## config.mk

```make
export PLATFORM = sky130hd
export DESIGN_NAME = axi4_lite_regs_slave_flat
export DESIGN_NICKNAME = d
export VERILOG_FILES = /design/src/rtl/axi4_lite_regs_slave_if.sv /design/src/rtl/axi4_lite_regs_slave.sv /design/src/flat_wrapper.sv
export SDC_FILE = /design/constraint.sdc
export NUM_CORES = 1
export LEC_CHECK = 0
export BUFFER_PORTS_ARGS = -buffer_cell sky130_fd_sc_hd__buf_4
export CAP_MARGIN = 20
export CELL_PAD_IN_SITES_DETAIL_PLACEMENT = 0
export CELL_PAD_IN_SITES_GLOBAL_PLACEMENT = 2
export CORE_MARGIN = 2
export CORE_UTILIZATION = 27
export DETAILED_ROUTE_END_ITERATION = 16
export PLACE_DENSITY = 0.78
export REMOVE_ABC_BUFFERS = 1
export SKIP_CTS_REPAIR_TIMING = 1
export SLEW_MARGIN = 0
export SYNTH_ARGS = -nofsm -noshare
export SYNTH_HDL_FRONTEND = slang
export SYNTH_SLANG_ARGS = --single-unit
```

## constraint.sdc

```tcl
create_clock -name clk -period 1.3 [get_ports clk]
set_input_delay 0.26 -clock clk [delete_from_list [all_inputs] [get_ports clk]]
set_output_delay 0.26 -clock clk [all_outputs]
set_load 0.02 [all_outputs]
```

## src/rtl/axi4_lite_regs_slave_if.sv

```systemverilog
// AXI4-Lite channel bundle between the PS general-purpose port (master) and the
// register strobe bridge (slave).
interface axi4_lite_regs_slave_if #(
  parameter int AW = 32,
  parameter int DW = 32
) ();
  // Every channel transfers on a cycle where VALID and READY are both high.
  // VALID, once raised, stays up with stable payload until that cycle.
  logic [AW-1:0]   S_AXI_AWADDR;
  logic            S_AXI_AWVALID;
  logic            S_AXI_AWREADY;
  logic [DW-1:0]   S_AXI_WDATA;
  logic [DW/8-1:0] S_AXI_WSTRB;
  logic            S_AXI_WVALID;
  logic            S_AXI_WREADY;
  logic [1:0]      S_AXI_BRESP;
  logic            S_AXI_BVALID;
  logic            S_AXI_BREADY;
  logic [AW-1:0]   S_AXI_ARADDR;
  logic            S_AXI_ARVALID;
  logic            S_AXI_ARREADY;
  logic [DW-1:0]   S_AXI_RDATA;
  logic [1:0]      S_AXI_RRESP;
  logic            S_AXI_RVALID;
  logic            S_AXI_RREADY;

  modport master (
    output S_AXI_AWADDR, S_AXI_AWVALID, input S_AXI_AWREADY,
    output S_AXI_WDATA, S_AXI_WSTRB, S_AXI_WVALID, input S_AXI_WREADY,
    input S_AXI_BRESP, S_AXI_BVALID, output S_AXI_BREADY,
    output S_AXI_ARADDR, S_AXI_ARVALID, input S_AXI_ARREADY,
    input S_AXI_RDATA, S_AXI_RRESP, S_AXI_RVALID, output S_AXI_RREADY
  );

  modport slave (
    input S_AXI_AWADDR, S_AXI_AWVALID, output S_AXI_AWREADY,
    input S_AXI_WDATA, S_AXI_WSTRB, S_AXI_WVALID, output S_AXI_WREADY,
    output S_AXI_BRESP, S_AXI_BVALID, input S_AXI_BREADY,
    input S_AXI_ARADDR, S_AXI_ARVALID, output S_AXI_ARREADY,
    output S_AXI_RDATA, S_AXI_RRESP, S_AXI_RVALID, input S_AXI_RREADY
  );
endinterface

```

## src/rtl/axi4_lite_regs_slave.sv

```systemverilog
// AXI4-Lite slave turning each write into a one-cycle set_stb and each read into
// a one-cycle get_stb, with independent write and read state machines.
module axi4_lite_regs_slave #(
  parameter int C_S_AXI_ADDR_WIDTH = 32,
  parameter int C_S_AXI_DATA_WIDTH = 32
) (
  input  logic                          clk,
  input  logic                          rst,
  axi4_lite_regs_slave_if.slave         s_axi,
  output logic [C_S_AXI_DATA_WIDTH-1:0] set_data,
  output logic [C_S_AXI_ADDR_WIDTH-1:0] set_addr,
  output logic                          set_stb,
  output logic [C_S_AXI_ADDR_WIDTH-1:0] get_addr,
  output logic                          get_stb,
  input  logic [C_S_AXI_DATA_WIDTH-1:0] get_data,
  output logic [1:0]                    w_state_dbg,
  output logic [1:0]                    r_state_dbg
);
  localparam int AW = C_S_AXI_ADDR_WIDTH;
  localparam int DW = C_S_AXI_DATA_WIDTH;
  localparam int SW = DW / 8;
  localparam logic [1:0] RESP_OKAY   = 2'b00;
  localparam logic [1:0] RESP_SLVERR = 2'b10;

  typedef enum logic [1:0] {W_IDLE = 2'd0, W_STB = 2'd1, W_RESP = 2'd2} w_state_t;
  typedef enum logic [1:0] {R_IDLE = 2'd0, R_STB = 2'd1, R_CAP = 2'd2, R_RESP = 2'd3} r_state_t;

  w_state_t w_state;
  r_state_t r_state;

  logic          awready_q, wready_q, bvalid_q;
  logic [1:0]    bresp_q;
  logic          arready_q, rvalid_q;
  logic [DW-1:0] rdata_q;
  logic          aw_held, w_held;
  logic [AW-1:0] awaddr_q;
  logic [DW-1:0] wdata_q;
  logic [SW-1:0] wstrb_q;

  logic          aw_hs, w_hs, ar_hs, have_aw, have_w;
  logic [AW-1:0] awaddr_nxt;
  logic [DW-1:0] wdata_nxt;
  logic [SW-1:0] wstrb_nxt;

  assign aw_hs = s_axi.S_AXI_AWVALID & awready_q;
  assign w_hs  = s_axi.S_AXI_WVALID & wready_q;
  assign ar_hs = s_axi.S_AXI_ARVALID & arready_q;
  assign have_aw = aw_held | aw_hs;
  assign have_w  = w_held | w_hs;

  // The second of AW/W may arrive on the very edge we leave W_IDLE, so the
  // strobe payload comes from the bus when it has not been latched yet.
  assign awaddr_nxt = aw_held ? awaddr_q : s_axi.S_AXI_AWADDR;
  assign wdata_nxt  = w_held  ? wdata_q  : s_axi.S_AXI_WDATA;
  assign wstrb_nxt  = w_held  ? wstrb_q  : s_axi.S_AXI_WSTRB;

  assign s_axi.S_AXI_AWREADY = awready_q;
  assign s_axi.S_AXI_WREADY  = wready_q;
  assign s_axi.S_AXI_BVALID  = bvalid_q;
  assign s_axi.S_AXI_BRESP   = bresp_q;
  assign s_axi.S_AXI_ARREADY = arready_q;
  assign s_axi.S_AXI_RVALID  = rvalid_q;
  assign s_axi.S_AXI_RDATA   = rdata_q;
  assign s_axi.S_AXI_RRESP   = RESP_OKAY;
  assign w_state_dbg = w_state;
  assign r_state_dbg = r_state;

  always_ff @(posedge clk) begin
    if (!rst) begin
      w_state   <= W_IDLE;
      awready_q <= 1'b0;
      wready_q  <= 1'b0;
      bvalid_q  <= 1'b0;
      bresp_q   <= RESP_OKAY;
      aw_held   <= 1'b0;
      w_held    <= 1'b0;
      awaddr_q  <= '0;
      wdata_q   <= '0;
      wstrb_q   <= '0;
      set_stb   <= 1'b0;
      set_addr  <= '0;
      set_data  <= '0;
    end else begin
      set_stb <= 1'b0;
      case (w_state)
        W_IDLE: begin
          if (aw_hs) begin
            awaddr_q <= s_axi.S_AXI_AWADDR;
            aw_held  <= 1'b1;
          end
          if (w_hs) begin
            wdata_q <= s_axi.S_AXI_WDATA;
            wstrb_q <= s_axi.S_AXI_WSTRB;
            w_held  <= 1'b1;
          end
          awready_q <= ~have_aw;
          wready_q  <= ~have_w;
          if (have_aw && have_w) begin
            w_state <= W_STB;
            aw_held <= 1'b0;
            w_held  <= 1'b0;
            // Partial-strobe writes are refused outright rather than merged.
            if (&wstrb_nxt) begin
              set_stb  <= 1'b1;
              set_addr <= awaddr_nxt;
              set_data <= wdata_nxt;
            end
          end
        end
        W_STB: begin
          bresp_q  <= (&wstrb_q) ? RESP_OKAY : RESP_SLVERR;
          bvalid_q <= 1'b1;
          w_state  <= W_RESP;
        end
        W_RESP: begin
          if (s_axi.S_AXI_BREADY) begin
            bvalid_q  <= 1'b0;
            bresp_q   <= RESP_OKAY;
            awready_q <= 1'b1;
            wready_q  <= 1'b1;
            w_state   <= W_IDLE;
          end
        end
        default: w_state <= W_IDLE;
      endcase
    end
  end

  // The register bank answers one cycle after get_stb; R_CAP samples it then.
  always_ff @(posedge clk) begin
    if (!rst) begin
      r_state   <= R_IDLE;
      arready_q <= 1'b0;
      rvalid_q  <= 1'b0;
      rdata_q   <= '0;
      get_stb   <= 1'b0;
      get_addr  <= '0;
    end else begin
      get_stb <= 1'b0;
      case (r_state)
        R_IDLE: begin
          arready_q <= 1'b1;
          if (ar_hs) begin
            get_addr  <= s_axi.S_AXI_ARADDR;
            arready_q <= 1'b0;
            get_stb   <= 1'b1;
            r_state   <= R_STB;
          end
        end
        R_STB: r_state <= R_CAP;
        R_CAP: begin
          rdata_q  <= get_data;
          rvalid_q <= 1'b1;
          r_state  <= R_RESP;
        end
        R_RESP: begin
          if (s_axi.S_AXI_RREADY) begin
            rvalid_q  <= 1'b0;
            arready_q <= 1'b1;
            r_state   <= R_IDLE;
          end
        end
        default: r_state <= R_IDLE;
      endcase
    end
  end
endmodule

```

## src/flat_wrapper.sv

```systemverilog
// flat-port wrapper written by rule: the top's interface ports become plain ports
module axi4_lite_regs_slave_flat 
#(
  parameter int C_S_AXI_ADDR_WIDTH = 32,
  parameter int C_S_AXI_DATA_WIDTH = 32
)
  (clk, rst, set_data, set_addr, set_stb, get_addr, get_stb, get_data, w_state_dbg, r_state_dbg, s_axi_S_AXI_AWADDR, s_axi_S_AXI_AWVALID, s_axi_S_AXI_AWREADY, s_axi_S_AXI_WDATA, s_axi_S_AXI_WSTRB, s_axi_S_AXI_WVALID, s_axi_S_AXI_WREADY, s_axi_S_AXI_BRESP, s_axi_S_AXI_BVALID, s_axi_S_AXI_BREADY, s_axi_S_AXI_ARADDR, s_axi_S_AXI_ARVALID, s_axi_S_AXI_ARREADY, s_axi_S_AXI_RDATA, s_axi_S_AXI_RRESP, s_axi_S_AXI_RVALID, s_axi_S_AXI_RREADY);
  axi4_lite_regs_slave_if #(.AW(32), .DW(32)) s_axi_i ();
  input  logic clk;
  input  logic rst;
  output logic [C_S_AXI_DATA_WIDTH-1:0] set_data;
  output logic [C_S_AXI_ADDR_WIDTH-1:0] set_addr;
  output logic set_stb;
  output logic [C_S_AXI_ADDR_WIDTH-1:0] get_addr;
  output logic get_stb;
  input  logic [C_S_AXI_DATA_WIDTH-1:0] get_data;
  output logic [1:0] w_state_dbg;
  output logic [1:0] r_state_dbg;
  input wire logic [$bits(s_axi_i.S_AXI_AWADDR)-1:0] s_axi_S_AXI_AWADDR;
  input wire logic [$bits(s_axi_i.S_AXI_AWVALID)-1:0] s_axi_S_AXI_AWVALID;
  output wire logic [$bits(s_axi_i.S_AXI_AWREADY)-1:0] s_axi_S_AXI_AWREADY;
  input wire logic [$bits(s_axi_i.S_AXI_WDATA)-1:0] s_axi_S_AXI_WDATA;
  input wire logic [$bits(s_axi_i.S_AXI_WSTRB)-1:0] s_axi_S_AXI_WSTRB;
  input wire logic [$bits(s_axi_i.S_AXI_WVALID)-1:0] s_axi_S_AXI_WVALID;
  output wire logic [$bits(s_axi_i.S_AXI_WREADY)-1:0] s_axi_S_AXI_WREADY;
  output wire logic [$bits(s_axi_i.S_AXI_BRESP)-1:0] s_axi_S_AXI_BRESP;
  output wire logic [$bits(s_axi_i.S_AXI_BVALID)-1:0] s_axi_S_AXI_BVALID;
  input wire logic [$bits(s_axi_i.S_AXI_BREADY)-1:0] s_axi_S_AXI_BREADY;
  input wire logic [$bits(s_axi_i.S_AXI_ARADDR)-1:0] s_axi_S_AXI_ARADDR;
  input wire logic [$bits(s_axi_i.S_AXI_ARVALID)-1:0] s_axi_S_AXI_ARVALID;
  output wire logic [$bits(s_axi_i.S_AXI_ARREADY)-1:0] s_axi_S_AXI_ARREADY;
  output wire logic [$bits(s_axi_i.S_AXI_RDATA)-1:0] s_axi_S_AXI_RDATA;
  output wire logic [$bits(s_axi_i.S_AXI_RRESP)-1:0] s_axi_S_AXI_RRESP;
  output wire logic [$bits(s_axi_i.S_AXI_RVALID)-1:0] s_axi_S_AXI_RVALID;
  input wire logic [$bits(s_axi_i.S_AXI_RREADY)-1:0] s_axi_S_AXI_RREADY;
  assign s_axi_i.S_AXI_AWADDR = s_axi_S_AXI_AWADDR;
  assign s_axi_i.S_AXI_AWVALID = s_axi_S_AXI_AWVALID;
  assign s_axi_S_AXI_AWREADY = s_axi_i.S_AXI_AWREADY;
  assign s_axi_i.S_AXI_WDATA = s_axi_S_AXI_WDATA;
  assign s_axi_i.S_AXI_WSTRB = s_axi_S_AXI_WSTRB;
  assign s_axi_i.S_AXI_WVALID = s_axi_S_AXI_WVALID;
  assign s_axi_S_AXI_WREADY = s_axi_i.S_AXI_WREADY;
  assign s_axi_S_AXI_BRESP = s_axi_i.S_AXI_BRESP;
  assign s_axi_S_AXI_BVALID = s_axi_i.S_AXI_BVALID;
  assign s_axi_i.S_AXI_BREADY = s_axi_S_AXI_BREADY;
  assign s_axi_i.S_AXI_ARADDR = s_axi_S_AXI_ARADDR;
  assign s_axi_i.S_AXI_ARVALID = s_axi_S_AXI_ARVALID;
  assign s_axi_S_AXI_ARREADY = s_axi_i.S_AXI_ARREADY;
  assign s_axi_S_AXI_RDATA = s_axi_i.S_AXI_RDATA;
  assign s_axi_S_AXI_RRESP = s_axi_i.S_AXI_RRESP;
  assign s_axi_S_AXI_RVALID = s_axi_i.S_AXI_RVALID;
  assign s_axi_i.S_AXI_RREADY = s_axi_S_AXI_RREADY;
  axi4_lite_regs_slave #(.C_S_AXI_ADDR_WIDTH(C_S_AXI_ADDR_WIDTH), .C_S_AXI_DATA_WIDTH(C_S_AXI_DATA_WIDTH)) u_core (.clk(clk), .rst(rst), .s_axi(s_axi_i), .set_data(set_data), .set_addr(set_addr), .set_stb(set_stb), .get_addr(get_addr), .get_stb(get_stb), .get_data(get_data), .w_state_dbg(w_state_dbg), .r_state_dbg(r_state_dbg));
endmodule
```

; Word level (Yosys, flattened, before mapping)
; Index checks and enable logic that the tools add are counted.
[totals]
register_bits = 211
inputBits = 139
word_cells = 87
[op_classes]
eq_ne = 9
muxes = 27
bitwise_logic = 7
n_reduce_logical = 25
[op_table]
columns = cell, count
row1 = 2-to-1 mux 32 bit, 2
row2 = AND reduction 2 bit, 12
row3 = nonzero test 2 bit, 6
row4 = 2-to-1 mux 1 bit, 11
row5 = 2-to-1 mux 2 bit, 5
row6 = one-hot mux 1 bit (2 select lines), 5
row7 = one-hot mux 2 bit (4 select lines), 1
row8 = AND reduction 4 bit, 2
row9 = "equality test 2 bit, second input constant", 3
row10 = one-hot mux 2 bit (3 select lines), 1
row11 = AND reduction 6 bit, 1
row12 = "equality test 2 x 1 -> 1 bit, second input constant", 2
row13 = zero test 2 bit, 2
row14 = 2-to-1 mux 4 bit, 1
row15 = "!= test 2 x 1 -> 1 bit, second input constant", 2
row16 = "!= test 2 bit, second input constant", 2
row17 = one-hot mux 2 bit (2 select lines), 1
row18 = bitwise AND 1 bit, 3
row19 = AND reduction 3 bit, 1
row20 = inverter 1 bit, 2
row21 = OR 1 bit, 2
row22 = logical AND 1 bit, 1

; Longest topological paths before layout
; Gate-level depths: netlist of run 1.
[logic_depth]
ltp_word = 5
mapped_depth = 7

; Least setup slack after synthesis of run 1
; Ideal clock, no wire load.
[synth_timing]
path_kind = reg-to-reg
from = reg u_core.r_state[1] (netlist: u_core.r_state_dbg[1])
to = reg u_core.rdata_q[10] (netlist: u_core.s_axi.S_AXI_RDATA[10])
setup_ps = 116
arrival_time_ps = 1453
required_ps = 1184
setup_slack_ps = -270
path_stages_with_launch = 6
path_buffers = 2
path_cell_list = dfxtp_1 ha_1 clkbuf_1 buf_2 mux2i_1 nor2b_1
[synth_between]
elab_chain_len = 1
[synth_rtl]
columns = element, line_no
row1 = from (decl), axi4_lite_regs_slave.sv:29  ; r_state_t r_state;
row2 = from (signal assigned), axi4_lite_regs_slave.sv:132  ; r_state <= R_IDLE;
row3 = from (signal assigned), axi4_lite_regs_slave.sv:147  ; r_state <= R_STB;
row4 = from (signal assigned), axi4_lite_regs_slave.sv:150  ; R_STB: r_state <= R_CAP;
row5 = equality test 2 bit, axi4_lite_regs_slave.sv:140  ; case (r_state)
row6 = to (signal assigned), axi4_lite_regs_slave.sv:152  ; rdata_q <= get_data;
row7 = to (decl), axi4_lite_regs_slave.sv:34  ; logic [DW-1:0] rdata_q;
; Every way passes these cells.
; A chain may end at the register's enable or synchronous reset.

; Worst setup path in the final report of run 1
[layout_timing]
from = reg u_core.aw_held
to = reg u_core.set_data[10]
[layout_between]
elab_chain_len = 3
[layout_rtl]
columns = element, line_no
row1 = from (decl), axi4_lite_regs_slave.sv:35  ; logic aw_held, w_held;
row2 = from (signal assigned), axi4_lite_regs_slave.sv:75  ; aw_held <= 1'b0;
row3 = from (signal assigned), axi4_lite_regs_slave.sv:89  ; aw_held <= 1'b1;
row4 = from (signal assigned), axi4_lite_regs_slave.sv:100  ; aw_held <= 1'b0;
row5 = OR 1 bit, axi4_lite_regs_slave.sv:48  ; assign have_aw = aw_held | aw_hs;
row6 = logical AND 1 bit, axi4_lite_regs_slave.sv:98  ; if (have_aw && have_w) begin
row7 = AND reduction 6 bit (no line), -
row8 = to (signal assigned), axi4_lite_regs_slave.sv:106  ; set_data <= wdata_nxt;
row9 = to (decl), axi4_lite_regs_slave.sv:10  ; output logic [C_S_AXI_DATA_WIDTH-1:0] set_data,
; Every way passes these cells.

==> results of run 1 <==
==> report_power, final <==
group,total (mW),switching [mW],internal [mW]
logic,4.60,2.21,2.39
clock network,6.74,2.75,3.99
registers,7.32,0.320,7.00
==> sequential cells by signal, summed over array words and instances, names as in the netlist <==
name                        flops
u_core.awaddr_q                32
u_core.get_addr                32
u_core.s_axi.S_AXI_RDATA       32
u_core.set_addr                32
u_core.set_data                32
u_core.wdata_q                 32
u_core.wstrb_q                  4
u_core.r_state_dbg              2
u_core.w_state_dbg              2
u_core.aw_held                  1
u_core.get_stb                  1
u_core.s_axi.S_AXI_ARREADY      1
u_core.s_axi.S_AXI_AWREADY      1
u_core.s_axi.S_AXI_BRESP        1
u_core.s_axi.S_AXI_BVALID       1
u_core.s_axi.S_AXI_RVALID       1
u_core.s_axi.S_AXI_WREADY       1
u_core.set_stb                  1
u_core.w_held                   1
==> worst paths after layout <==
path | start | to | depth (start not counted)
setup / recovery | u_core.aw_held | u_core.set_data[10] | 6
hold / removal | s_axi_S_AXI_AWADDR[5] | u_core.awaddr_q[5] | 3
setup reg to reg | u_core.aw_held | u_core.set_data[10] | 6
hold reg to reg | u_core.awaddr_q[20] | u_core.awaddr_q[20] | 2
==> cell type report <==
class / instances / area share (%)
Timing Repair Buffer: 399 / 27.66
Clock inverter: 5 / 0.1798
Sequential cell: 210 / 31.24
Clock buffer: 39 / 5.465
Inverter: 3 / 0.09887
Multi-Input combinational cell: 681 / 31.39
Tap cell: 442 / 3.973
==> critical path: stages, from the launching register on <==
cell,delay (ps)
dfxtp_4,370
a21oi_4,40
nor4_4,280
buf_6,190
nand2_8,110
clkbuf_16,190
mux2i_1,120
==> cell families (layout without fill, tap and decap cells) <==
group / after synthesis / after routing / share of synthesized area (%)
flops: 210 / 210 / 47.78
mux: 163 / 163 / 19.45
other cells: 1 / 3 / 0.04262
simple gates: 397 / 398 / 18.60
fa+ha+maj: 3 / 3 / 0.4267
compound gates: 114 / 114 / 9.528
buf+inv: 77 / 446 / 4.167
==> stage by stage <==
| step | worst slack, ps | hold slack [ps] |
|---|---|---|
| floorplan | -1164 | 381.7 |
| global placement | -105.8 | 437.4 |
| detailed placement | -147.6 | 446.4 |
| CTS | -282.8 | -41.31 |
| global route | -206.4 | -0.6211 |
| finish | -124.4 | -5.130 |
==> routing by layer <==
layer / global-route usage, % / vias up / part of all wire [%]
met1: 18.74 / 3534 / 46
met4: 2.848 / 0 / 1.4
met3: 3.636 / 29 / 6.6
li1: - / 3881 / -
met5: 0 / - / 0
met2: 21.97 / 212 / 46
==> synthesized netlist by cell type <==
cell	instances
nand2_1	332
dfxtp_1	210
mux2i_1	99
a21boi_0	96
mux2_2	64
clkbuf_1	44
nor2b_1	37
buf_2	17
nor2_1	13
a21oi_1	7
buf_6	6
a21boi_1	4
and3_1	4
buf_1	4
buf_4	3
ha_1	3
inv_1	3
nand3_1	3
o31ai_1	3
and2_1	2
nand2b_1	2
nand4_1	2
o21ai_0	2
conb_1	1
nand2_4	1
nor4_4	1
o221a_2	1
o221ai_1	1
==> flow_summary.toml, run 1 <==
[die]
die-area_um2 = 34050
rows = 66
die_w_um = 184.5
die_h_um = 184.5
pin_count = 282
coreArea_um2 = 32290
start_util_pct = 27.25

[layout]
fin_cells = 1779
fin_nets = 1463
final_cell_mix = "nand2_1 (325), buf_4 (231), dfxtp_1 (112)"
drive_gt1_share_pct = 42.26
seqCellArea_um2 = 4349
syn2layout_area_growth_pct = 58.22
antennaDiodeCount = 0
final_area_um2 = 13920
nFillCells = 3230
multi_input_area_um2 = 4369
mostFrequentLayoutCell = "nand2_1"
final_util_pct = 43.11

[pwr]
leakagePower_nw = 6.053
ir_worst_vdd_mv = 0.8212
fin_total_pwr_mw = 18.66
power_density_nw_per_um2 = 1340

[timing]
finClkSkew_ps = 9.526
drv_slew = 0
max_freq_mhz = 702.0
fin_ws_ps = -124.4
setup_tns_ps = -6907
rsz0062_at_grt = "true"
hold-worst-slack_ps = -5.130
setup_viol = 94
finalCritPeriodShare_pct = 109.6
hold_viol = 4
period_needed_ps = 1424

[drt]
drt_iter0_markers = 253
route.detailed.drc = 0
dr.pass1.iters = 4
wl_per_cell_um = 15.34
num_vias = 7656
ant_nets = 0
routed_wl_mm = 27.29
detail_route.vias_per_cell = 4.304

[critical_path]
endpoint_kind = "register"
crit_type = "reg2reg"
path_max_fanout = 7
cp.arrival_ps = 1830
rrSetupSlack_ps = -120
startpoint_type = "register"
worstPathRequired_ps = 1700

[clock_network]
clock_path_buffers = 3
htree_levels = 1
clkSinkCount = 210
clk_latency_ps = 520
numCtsBuffers = 26
clk_pin_slew_worst_paths_ps = 60
cts_root_buffer = "clkbuf_16"
cts_tree = "built"

[placement]
routabilityCongestion = 0.7488
place_area_um2 = 11610
place_inst = 1657
dp_hpwl_mm = 16.36
io_buffers = 278

[status]
violations = "hold timing, setup timing"
status = "finished, violations left"

[yosys]
ys_top_cells_by_area = "dfxtp_1 (48%), nand2_1 (14%), mux2i_1 (11%)"
synthCells = 965
syn_avg_cell_area_um2 = 9.118
syn-cell-area_um2 = 8798
synth-warning-count = 0
synth_seq_cells = 210
synth_cell_types = 28
yosysTopAreaCell = "dfxtp_1"
synth_seq_area_share_pct = 47.78
yosys.area.top_type_share_pct = 47.78

[global_routing]
antenna_found_initial = 0
grt_overflow = 0
grt_max_degree = 53
grtUsageTotal_pct = 13.79
grt_pass1_vias = 6872
grt_pass1_wl_mm = 37.78

[flow_run]
maxCapViolCount = 0

[worst_hold_path]
hold_class = "in2reg"
(Power assumes the default switching activity.)
==> run 2, diff against run 1 <==
--- a/config.mk
+++ b/config.mk
@@ -9,6 +9,7 @@
 export CAP_MARGIN = 20
 export CELL_PAD_IN_SITES_DETAIL_PLACEMENT = 0
 export CELL_PAD_IN_SITES_GLOBAL_PLACEMENT = 2
+export CORE_ASPECT_RATIO = 1.25
 export CORE_MARGIN = 2
 export CORE_UTILIZATION = 27
 export DETAILED_ROUTE_END_ITERATION = 16
==> flow_summary.toml, run 2 (synthesized netlist as in run 1, its figures left out) <==
[placement]
place_inst = 1636
dp_hpwl_mm = 17.31
post-place-ws_ps = -208.0
place_area_um2 = 11720
io_buffers = 278
routabilityCongestion = 0.6939

[critical_path]
worstPathRequired_ps = 1040
endpoint_kind = "output pin"
path_max_fanout = 3
startpoint_type = "register"
cp.arrival_ps = 1190
crit_type = "reg2out"

[timing]
setup_tns_ps = -5160
fin_ws_ps = -145.9
finClkSkew_ps = 7.974
rsz0062_at_grt = "true"
hold-worst-slack_ps = -0.3778
finalCritPeriodShare_pct = 111.2
setup_viol = 103
drv_slew = 0
period_needed_ps = 1446
max_freq_mhz = 691.6
hold_viol = 1

[clock_network]
htree_levels = 1
numCtsBuffers = 25
cts_root_buffer = "clkbuf_16"
cts_tree = "built"
clock_path_buffers = 3
clk_latency_ps = 520
clk_pin_slew_worst_paths_ps = 60
clkSinkCount = 210

[layout]
final_util_pct = 43.78
fin_cells = 1769
drive_gt1_share_pct = 42.89
fin_nets = 1483
nFillCells = 3105
antennaDiodeCount = 0
mostFrequentLayoutCell = "nand2_1"
final_cell_mix = "nand2_1 (316), buf_4 (254), dfxtp_1 (121)"
final_area_um2 = 14000
syn2layout_area_growth_pct = 59.09

[die]
coreArea_um2 = 31970
start_util_pct = 27.52
die-area_um2 = 34060
rows = 73
die_h_um = 205.8
pin_count = 282
die_w_um = 165.5

[pwr]
ir_worst_vdd_mv = 0.9976
leakagePower_nw = 6.183
power_density_nw_per_um2 = 1354

[status]
status = "finished, violations left"
violations = "hold timing, setup timing"

[global_routing]
grt_pass1_vias = 7090
antenna_found_initial = 0
grt_overflow = 0
grtUsageTotal_pct = 13.81
grt_max_degree = 88
grt_pass1_wl_mm = 37.49

[drt]
routed_wl_mm = 26.82
route.detailed.drc = 0
detail_route.vias_per_cell = 4.397
wl_per_cell_um = 15.16
ant_nets = 0
num_vias = 7778
dr.pass1.iters = 4
drt_iter0_markers = 276

[worst_hold_path]
hold_class = "in2reg"

[flow_run]
maxCapViolCount = 0
==> run 2: cell count changes in the layout (fill, tap and decap cells not counted), sizes merged <==
cell	change
nand2	-1
buf	+13
clkinv	+2
clkbuf	-8
dlygate4sd3	+13
inv	+1
==> run 2: cell type report <==
| cell class | count | area (um^2) | share of cell area (%) |
|---|---|---|---|
| Multi-Input combinational cell | 680 | 4428 | 31.63 |
| Inverter | 3 | 11.26 | 0.08045 |
| Clock buffer | 35 | 713.2 | 5.095 |
| Sequential cell | 210 | 4325 | 30.90 |
| Tap cell | 412 | 515.5 | 3.683 |
| Clock inverter | 8 | 43.79 | 0.3129 |
| Timing Repair Buffer | 421 | 3960 | 28.29 |
==> run 2: power breakdown <==
group / total [mW] / switching [mW] / internal, mW
registers: 7.30 / 0.301 / 6.99
logic: 5.12 / 2.37 / 2.75
clock network: 6.53 / 2.73 / 3.80
total: 19.0 / 5.40 / 13.5
==> run 2: final timing paths <==
kind / cells past startpoint / slack (ps) / endpoint / start
min: 3 / -0.4 / u_core.wdata_q[12] / s_axi_S_AXI_WDATA[12]
min reg2reg: 2 / 450 / u_core.awaddr_q[21] / u_core.awaddr_q[21]
max: 3 / -150 / r_state_dbg[1] / u_core.r_state_dbg[1]
max reg2reg: 5 / -100 / u_core.set_addr[9] / u_core.wstrb_q[0]
==> run 2: through the flow <==
step                      power [mW]  hold WS [ps]
final                          18.95       -0.3778
after global routing           19.95        0.5723
after CTS                      18.14        -35.20
after detailed placement       11.45         444.5
after global placement         11.40         437.4
after floorplan                9.363         381.7
==> run 2: worst max-delay path, stage by stage (launching register included) <==
cell	delay, ps
dfxtp_2	330
buf_6	120
buf_6	100
buf_6	120
==> run 2: metal layers <==
layer,track usage (%),wire length [um],vias to the layer above
li1,-,-,3918
met1,16.30,11050,3609
met2,23.65,13050,223
met3,5.140,2336,28
met4,3.233,384,0
met5,0,0,-
==> run 3, diff against run 2 <==
--- a/config.mk
+++ b/config.mk
@@ -13,7 +13,7 @@
 export CORE_MARGIN = 2
 export CORE_UTILIZATION = 27
 export DETAILED_ROUTE_END_ITERATION = 16
-export PLACE_DENSITY = 0.78
+export PLACE_DENSITY_LB_ADDON = 0.08
 export REMOVE_ABC_BUFFERS = 1
 export SKIP_CTS_REPAIR_TIMING = 1
 export SLEW_MARGIN = 0
==> flow_summary.toml, run 3 (synthesized netlist as in run 1, its figures left out) <==
[timing]
period_needed_ps = 1409
setup_viol = 72
hold-worst-slack_ps = -9.585
finalCritPeriodShare_pct = 108.4
drv_slew = 0
finClkSkew_ps = 9.417
hold_viol = 2
fin_ws_ps = -109.1
setup_tns_ps = -2745
max_freq_mhz = 709.7
rsz0062_at_grt = "true"

[critical_path]
crit_type = "reg2out"
cpLargestDelayFamily = "flip-flops"
cp.depth = 2
r2r_cells = 6
worstReg2RegStart = "u_core.wstrb_q[0]"
worstSetupStartpoint = "u_core.w_state_dbg[0]"
startpoint_type = "register"
worst_path_largest_cell_delay_ps = 380
cp-endpoint = "w_state_dbg[0]"
endpoint_kind = "output pin"
path_max_fanout = 8
cp_slowest_cell = "dfxtp_4"
rrSetupSlack_ps = -50
regToRegEndpoint = "u_core.set_data[14]"
cp_num_buf_inv = 2
cp.arrival_ps = 1150
crit_top_cell = "buf_6"
worstPathRequired_ps = 1040
crit_chain = "buf_6, buf_6"

[layout]
drive_gt1_share_pct = 41.40
antennaDiodeCount = 0
final_cell_mix = "nand2_1 (326), buf_4 (247), dfxtp_1 (133)"
syn2layout_area_growth_pct = 55.38
final_util_pct = 42.76
fin_nets = 1455
mostFrequentLayoutCell = "nand2_1"

[placement]
routabilityCongestion = 0.6762
post-place-ws_ps = -149.8
dp_hpwl_mm = 17.32
io_buffers = 278

[clock_network]
htree_levels = 1
cts_tree = "built"
clock_path_buffers = 3
clk_latency_ps = 520
cts_root_buffer = "clkbuf_16"
clk_pin_slew_worst_paths_ps = 60
clkSinkCount = 210
numCtsBuffers = 26

[pwr]
ir_worst_vdd_mv = 0.9153
power_density_nw_per_um2 = 1373
swShare_pct = 27.82
p_switching_mw = 5.222
clkPwrFrac_pct = 36.3
leakagePower_nw = 5.985
seqPwrFrac_pct = 39.0
intPower_mw = 13.55
power_frac_comb_pct = 24.8
fin_total_pwr_mw = 18.77

[die]
die_h_um = 205.8
coreArea_um2 = 31970
die_w_um = 165.5
rows = 73
die-area_um2 = 34060
pin_count = 282
start_util_pct = 27.52

[global_routing]
antenna_found_initial = 0
grt_max_degree = 38
grt_pass1_wl_mm = 38.27
grtUsageTotal_pct = 14.07
grt_overflow = 0
grt_pass1_vias = 7161

[drt]
num_vias = 7564
dr.pass1.iters = 4
ant_nets = 0
drt_iter0_markers = 219
route.detailed.drc = 0
detail_route.vias_per_cell = 4.352
wl_per_cell_um = 15.12
routed_wl_mm = 26.28

[status]
status = "finished, violations left"
violations = "hold timing, setup timing"

[worst_hold_path]
hold_class = "in2reg"

[flow_run]
maxCapViolCount = 0
[run 3: cell types whose count changed in the layout (fill, tap and decap cells not counted), moves of 10 or more]
cell,change
dlygate4sd3_1,-24
a21boi_0,+18
a21boi_1,-17
dfxtp_2,-13
dfxtp_1,+12
nand2_1,+10
[run 3: power by group through the flow]
stage	combinational [mW]	clock (mW)	sequential [mW]
floorplan	1.53	0	7.84
global placement	4.05	0	7.36
detailed placement	4.06	0	7.37
CTS	4.06	7.12	7.23
global route	5.07	7.36	7.37
finish	4.65	6.81	7.31
[run 3: cell type report]
class,instances,area (um^2)
multi-input combinational,680,4340
fill,3242,18300
clock inverter,3,21.27
clock buffer,38,777.0
inverter,3,13.76
tap,412,515.5
sequential,210,4313
timing repair buffer,392,3690
[run 3: worst min path at each step]
| stage | from | end | slack (ps) | cells past startpoint |
|---|---|---|---|---|
| floorplan | rst | u_core.get_stb | 380 | 1 |
| global placement | u_core.awaddr_q[21] | u_core.awaddr_q[21] | 440 | 2 |
| detailed placement | u_core.awaddr_q[20] | u_core.awaddr_q[20] | 450 | 2 |
| CTS | s_axi_S_AXI_ARADDR[21] | u_core.get_addr[21] | -40 | 3 |
| global route | s_axi_S_AXI_WDATA[23] | u_core.wdata_q[23] | 0.8 | 3 |
| finish | s_axi_S_AXI_ARADDR[5] | u_core.get_addr[5] | -10 | 3 |
[run 3: per-stage QoR]
stage | std cells | area, um^2
after floorplan | 893 | 8451
after global placement | 1640 | 11780
after detailed placement | 1640 | 11780
after CTS | 1681 | 12580
after global routing | 1738 | 13670
final | 1738 | 13670
[run 3: metal layers]
layer | global-route usage, % | share of wire [%] | vias to the layer above
li1 | - | - | 3859
met1 | 18.00 | 44 | 3485
met2 | 24.14 | 48 | 187
met3 | 2.943 | 6.2 | 33
met4 | 3.294 | 1.6 | 0
met5 | 0 | 0 | -
[run 3: tightest hold or removal path: cells and delay by family]
kind / cells / cell delay, ps
buffers and inverters: 1 / 110
AOI/OAI and AO/OA: 1 / 50
and+or+nand+nor: 1 / 40
